`config.mk`:
```
export PLATFORM = sky130hd
export DESIGN_NAME = conv_frame_encoder
export DESIGN_NICKNAME = d
export VERILOG_FILES = /design/src/rtl/conv_frame_encoder.sv
export SDC_FILE = /design/constraint.sdc
export NUM_CORES = 1
export LEC_CHECK = 0
export ABC_AREA = 1
export ABC_CLOCK_PERIOD_IN_PS = 1330
export BUFFER_PORTS_ARGS = -buffer_cell sky130_fd_sc_hd__buf_2
export CORE_ASPECT_RATIO = 1.2
export CORE_MARGIN = 2
export CORE_UTILIZATION = 49
export DETAILED_ROUTE_END_ITERATION = 8
export PLACE_DENSITY = 0.78
export SLEW_MARGIN = 20
export SYNTH_ARGS = -nofsm -noshare
export SYNTH_HDL_FRONTEND = slang
export SYNTH_SLANG_ARGS = --single-unit
export TNS_END_PERCENT = 50
```
`constraint.sdc`:
```
create_clock -name clk -period 1.33 [get_ports clk]
set_input_delay 0.0665 -clock clk [delete_from_list [all_inputs] [get_ports clk]]
set_output_delay 0.0665 -clock clk [all_outputs]
set_load 0.02 [all_outputs]
```
`src/rtl/conv_frame_encoder.sv`:
```
`default_nettype none
// ============================================================================
//  Module   : conv_frame_encoder
//  Brief    : Rate-1/2, constraint-length-3 convolutional encoder that frames
//             FRAME_LEN input bits per start request. Input bits are taken
//             over a valid/ready handshake, and one 2-bit symbol is produced
//             per accepted bit through a single-entry output register with
//             valid/ready flow control.
//  Options  : CONV_TAIL_EN - when defined, two zero tail bits are appended
//             after each frame so that the shift state returns to 00.
//  Revision : 1.0 - initial release
// ============================================================================
module conv_frame_encoder #(
    parameter int         FRAME_LEN = 32,
    parameter logic [2:0] G0        = 3'b111,
    parameter logic [2:0] G1        = 3'b101
) (
    input  logic       clk,
    input  logic       rst,
    input  logic       start,
    input  logic       in_valid,
    input  logic       in_bit,
    output logic       in_ready,
    output logic       sym_valid,
    output logic [1:0] sym,
    input  logic       sym_ready,
    output logic       busy,
    output logic       frame_done
);

    // The counter has to be able to hold FRAME_LEN itself, so it never wraps
    // inside a frame.
    localparam int             CNT_W    = $clog2(FRAME_LEN + 1);
    localparam logic [CNT_W-1:0] LAST_IDX = CNT_W'(FRAME_LEN - 1);
    localparam logic [CNT_W-1:0] CNT_ONE  = CNT_W'(1);

    typedef enum logic [1:0] {
        ST_IDLE  = 2'd0,
        ST_DATA  = 2'd1,
        ST_TAIL  = 2'd2,
        ST_DRAIN = 2'd3
    } state_t;

    state_t           state_q, state_d;
    logic [1:0]       s_q, s_d;             // s[1] = oldest bit, s[0] = newest
    logic [CNT_W-1:0] cnt_q, cnt_d;
    logic             tail_q, tail_d;       // set after the first tail bit
    logic [1:0]       sym_q, sym_d;
    logic             sym_valid_q, sym_valid_d;
    logic             frame_done_q, frame_done_d;

    // Helper signals from the next-state process.
    logic             slot_free;            // output register can take a symbol
    logic             load;                 // a bit is shifted in this cycle
    logic             load_bit;             // value of that bit
    logic [2:0]       r_vec;                // {s[1], s[0], new bit}

    assign slot_free = !sym_valid_q || sym_ready;
    assign r_vec     = {s_q, load_bit};

    // State register and datapath registers; reset drops any pending symbol.
    always_ff @(posedge clk) begin
        if (rst) begin
            state_q      <= ST_IDLE;
            s_q          <= 2'b00;
            cnt_q        <= '0;
            tail_q       <= 1'b0;
            sym_q        <= 2'b00;
            sym_valid_q  <= 1'b0;
            frame_done_q <= 1'b0;
        end else begin
            state_q      <= state_d;
            s_q          <= s_d;
            cnt_q        <= cnt_d;
            tail_q       <= tail_d;
            sym_q        <= sym_d;
            sym_valid_q  <= sym_valid_d;
            frame_done_q <= frame_done_d;
        end
    end

    // Next-state logic, input handshake and symbol generation.
    always_comb begin
        state_d      = state_q;
        s_d          = s_q;
        cnt_d        = cnt_q;
        tail_d       = tail_q;
        sym_d        = sym_q;
        sym_valid_d  = sym_valid_q;
        frame_done_d = 1'b0;
        in_ready     = 1'b0;
        load         = 1'b0;
        load_bit     = 1'b0;

        case (state_q)
            ST_IDLE: begin
                // in_valid is deliberately not looked at while taking start.
                if (start) begin
                    state_d = ST_DATA;
                    s_d     = 2'b00;
                    cnt_d   = '0;
                    tail_d  = 1'b0;
                end
            end

            ST_DATA: begin
                in_ready = slot_free;
                if (in_valid && slot_free) begin
                    load     = 1'b1;
                    load_bit = in_bit;
                    cnt_d    = cnt_q + CNT_ONE;
                    if (cnt_q == LAST_IDX) begin
`ifdef CONV_TAIL_EN
                        state_d = ST_TAIL;
`else
                        state_d = ST_DRAIN;
`endif
                    end
                end
            end

            ST_TAIL: begin
                // Flush the shift state with two zero bits.
                if (slot_free) begin
                    load     = 1'b1;
                    load_bit = 1'b0;
                    tail_d   = 1'b1;
                    if (tail_q) begin
                        state_d = ST_DRAIN;
                    end
                end
            end

            ST_DRAIN: begin
                // The last symbol leaves (or has left) the output register;
                // frame_done rises together with sym_valid falling, so the
                // two are never high in the same cycle.
                if (slot_free) begin
                    frame_done_d = 1'b1;
                    state_d      = ST_IDLE;
                end
            end

            default: begin
                state_d = ST_IDLE;
            end
        endcase

        // Output register: a new load wins over a consume in the same cycle.
        if (load) begin
            sym_d       = {^(r_vec & G0), ^(r_vec & G1)};
            sym_valid_d = 1'b1;
            s_d         = {s_q[0], load_bit};
        end else if (sym_ready) begin
            sym_valid_d = 1'b0;
        end
    end

    assign sym        = sym_q;
    assign sym_valid  = sym_valid_q;
    assign busy       = (state_q != ST_IDLE);
    assign frame_done = frame_done_q;

endmodule
`default_nettype wire

```
==> metrics <==
first-pass GRT wire length 3870 um; power density cells 2010 mW/mm^2; hold buffer count at CTS 0; Post-Route WL 2620 um; grt total ovfl 0; Final Power 2.64 mW; failing checks negative setup slack; Final setup viols 6; CTS tree built; largest net degree at the start of global routing 9; synth unique cells 22; share of the synthesized area in the top cell type 32.7%; DR pass1 iterations 4; Num CTS Buffers 3; Top Family by Delay on Critical Path simple AND/OR/NAND/NOR gates; # DRC 0; gpl congestion 0.860; vias 960; crit end category register; DR WL/cell 14.2 um; max_cap viols 0; Layout Nets 179; Clock Latency Late Sink 0.29 ns; ys flop type dfxtp_1; reg2reg setup slack -0.11 ns; leakage dissipation 0.631 nW; die area 0.00224 sq mm; critical path class reg -> reg; Clk pwr share 10.3%; vias in the first global route 905; WP buf/inv 4; switch share 44.9%; Syn Nets 144; YS warnings 0; final hold vios 0; final worst-path cycle share 108%; share of total power in combinational logic 66.5%; synth cell count leaders nand2_1 (31), inv_1 (19), dfxtp_1 (15); Worst-Margin Slew 0.212 ns; P_sw 1.19 mW; final clock skew 0.00793 ns; Vias/cell 5.19; DRT iter0 DRCs 33; Core ar. 0.00181 sq mm; most common cell in the synthesized netlist nand2_1; maximum vdd drop 0.000941 V; Die Ht 51.5 um; Die X 43.5 um; clock tree buffer depth 2; number of antenna-violating nets in the routed design 0; worst hold margin 0.0345 ns; Tot GR Track Use 23.0%; RSZ-0062 raised after global routing true; initial core utilization 50.9%; CTS Sinks 15; Seq/Total Area, Yosys 32.7%; Post-synth EDFFs 0; I/O pin cnt 12; worst min path class in -> reg; CTS root buf clkbuf_4; Clk pin slew, worst setup/hold paths 0.10 ns; setup TNS -0.258 ns; initial antenna violation count 0; Critical Path AT 1.68 ns; worst-path maximum fanout 6; # diodes 0; ranking of synthesized cells by area dfxtp_1 (33%), nand2_1 (13%), ha_1 (8.2%); CP required 1.57 ns; DP HPWL 1590 um; Setup WS post-layout -0.108 ns; Synth area leader dfxtp_1; minimum clock period 1.44 ns; Fillers 130; CP dominant cell by count nand2_1; PortBufs 11; Mapped Area 920 sq um; CTS HTree Levels 1; Worst path max stage delay 0.34 ns; Slew headroom 85.8%; #FFs+latches synth 15; Synth async-reset ratio 0%; syn_area_per_cell 6.97 sq um; status finished with violations; Post-Syn Instances 132; critical path cell sequence inv_2, ha_4, buf_6, nand4_1, inv_1, nand2_1, nand2_1, nand2_1, nand3_2, nand2_1, inv_1; CP startpoint kind register; Peak Freq 695 MHz; layout cells sized above 1 44.0%; CP max stage cell dfxtp_2; count of pins over their slew limit 0; Seq pwr share 23.2%; row count 17; Internal 1.45 mW; Area growth syn-to-layout 43.1%
-- metal layers --
layer / global-route usage (%) / vias up / wire [um]
li1: - / 488 / -
met1: 25.9 / 437 / 1110
met2: 42.2 / 29 / 1350
met3: 2.47 / 6 / 107
met4: 10.6 / 0 / 62
met5: 0 / - / 0
-- flip-flops by register name, indices dropped and copies added, names as in the netlist --
name	cells
cnt_q	6
frame_done	1
s_q	2
state_q	2
sym	2
sym_valid	1
tail_q	1
-- logic make-up (layout without fill, tap and decap cells) --
kind of cell               Yosys count  in the layout  share of synthesized area (%)
and+or+nand+nor                     68             68                           35.1
xor gates and xnor gates             1              1                          0.953
adders and majority gates            6              6                           8.16
buffers and inverters               25             59                           11.3
AOI/OAI and AO/OA                   17             17                           11.8
DFF                                 15             15                           32.7
-- metrics by stage --
| stage | area [sq um] | utilization, % | cells | setup slack (ns) |
|---|---|---|---|---|
| after floorplan | 927 | - | 132 | -0.0260 |
| after global placement | 1070 | 59.2 | 171 | -0.0654 |
| after detailed placement | 1070 | 59.2 | 171 | -0.112 |
| after CTS | 1230 | 68.0 | 182 | -0.0247 |
| after global routing | 1320 | 72.8 | 185 | -0.199 |
| final | 1320 | 72.8 | 185 | -0.108 |
-- placed cells by master (no fill, tap or decap), drive strengths merged, types with 2 or more instances in the layout --
cell type and count:
dfxtp 15, nor2 13, nand3 8, nand2 36
nand4 8, ha 6, clkbuf 4, inv 24
o21ai 3, buf 31, o21bai 2, a21oi 12
-- worst reg2reg max path, cell delays in order (launching register included) --
cell and delay (ns):
dfxtp_2 0.34, inv_2 0.10, ha_4 0.19, buf_6 0.11, nand4_1 0.13, inv_1 0.12
nand2_1 0.07, nand2_1 0.09, nand2_1 0.08, nand3_2 0.07, nand2_1 0.05, inv_1 0.05
-- final cells by class --
class,instances,area [sq um],share of cell area (%)
clock buffer,4,26.3,2.00
tap,19,23.8,1.81
multi-input combinational,92,641,48.7
timing repair buffer,31,223,16.9
sequential,15,305,23.2
inverter,24,97.6,7.41
-- worst paths after layout --
kind | startpoint | end | cells past startpoint
worst max-delay path | state_q[1] | sym[1] | 11
worst min-delay path | rst | tail_q | 2
worst max register to register | state_q[1] | sym[1] | 11
worst min register to register | cnt_q[1] | cnt_q[1] | 2
-- power groups by stage --
| stage | Clock (mW) | Combinational (mW) | Sequential, mW |
|---|---|---|---|
| 6_report | 0.271 | 1.75 | 0.613 |
| 5_1_grt | 0.289 | 1.88 | 0.619 |
| 4_1_cts | 0.276 | 1.49 | 0.606 |
| 3_5_place_dp | 0 | 1.20 | 0.592 |
| 3_3_place_gp | 0 | 1.15 | 0.592 |
| 2_1_floorplan | 0 | 0.769 | 0.637 |
-- timing repair --
item / CTS / global route
setup buffers: 7 / 3
setup endpoints to repair: 12 / 13
resized for setup: 19 / 20
pin swaps: 11 / 15
Power figures use the tool's default switching activity.
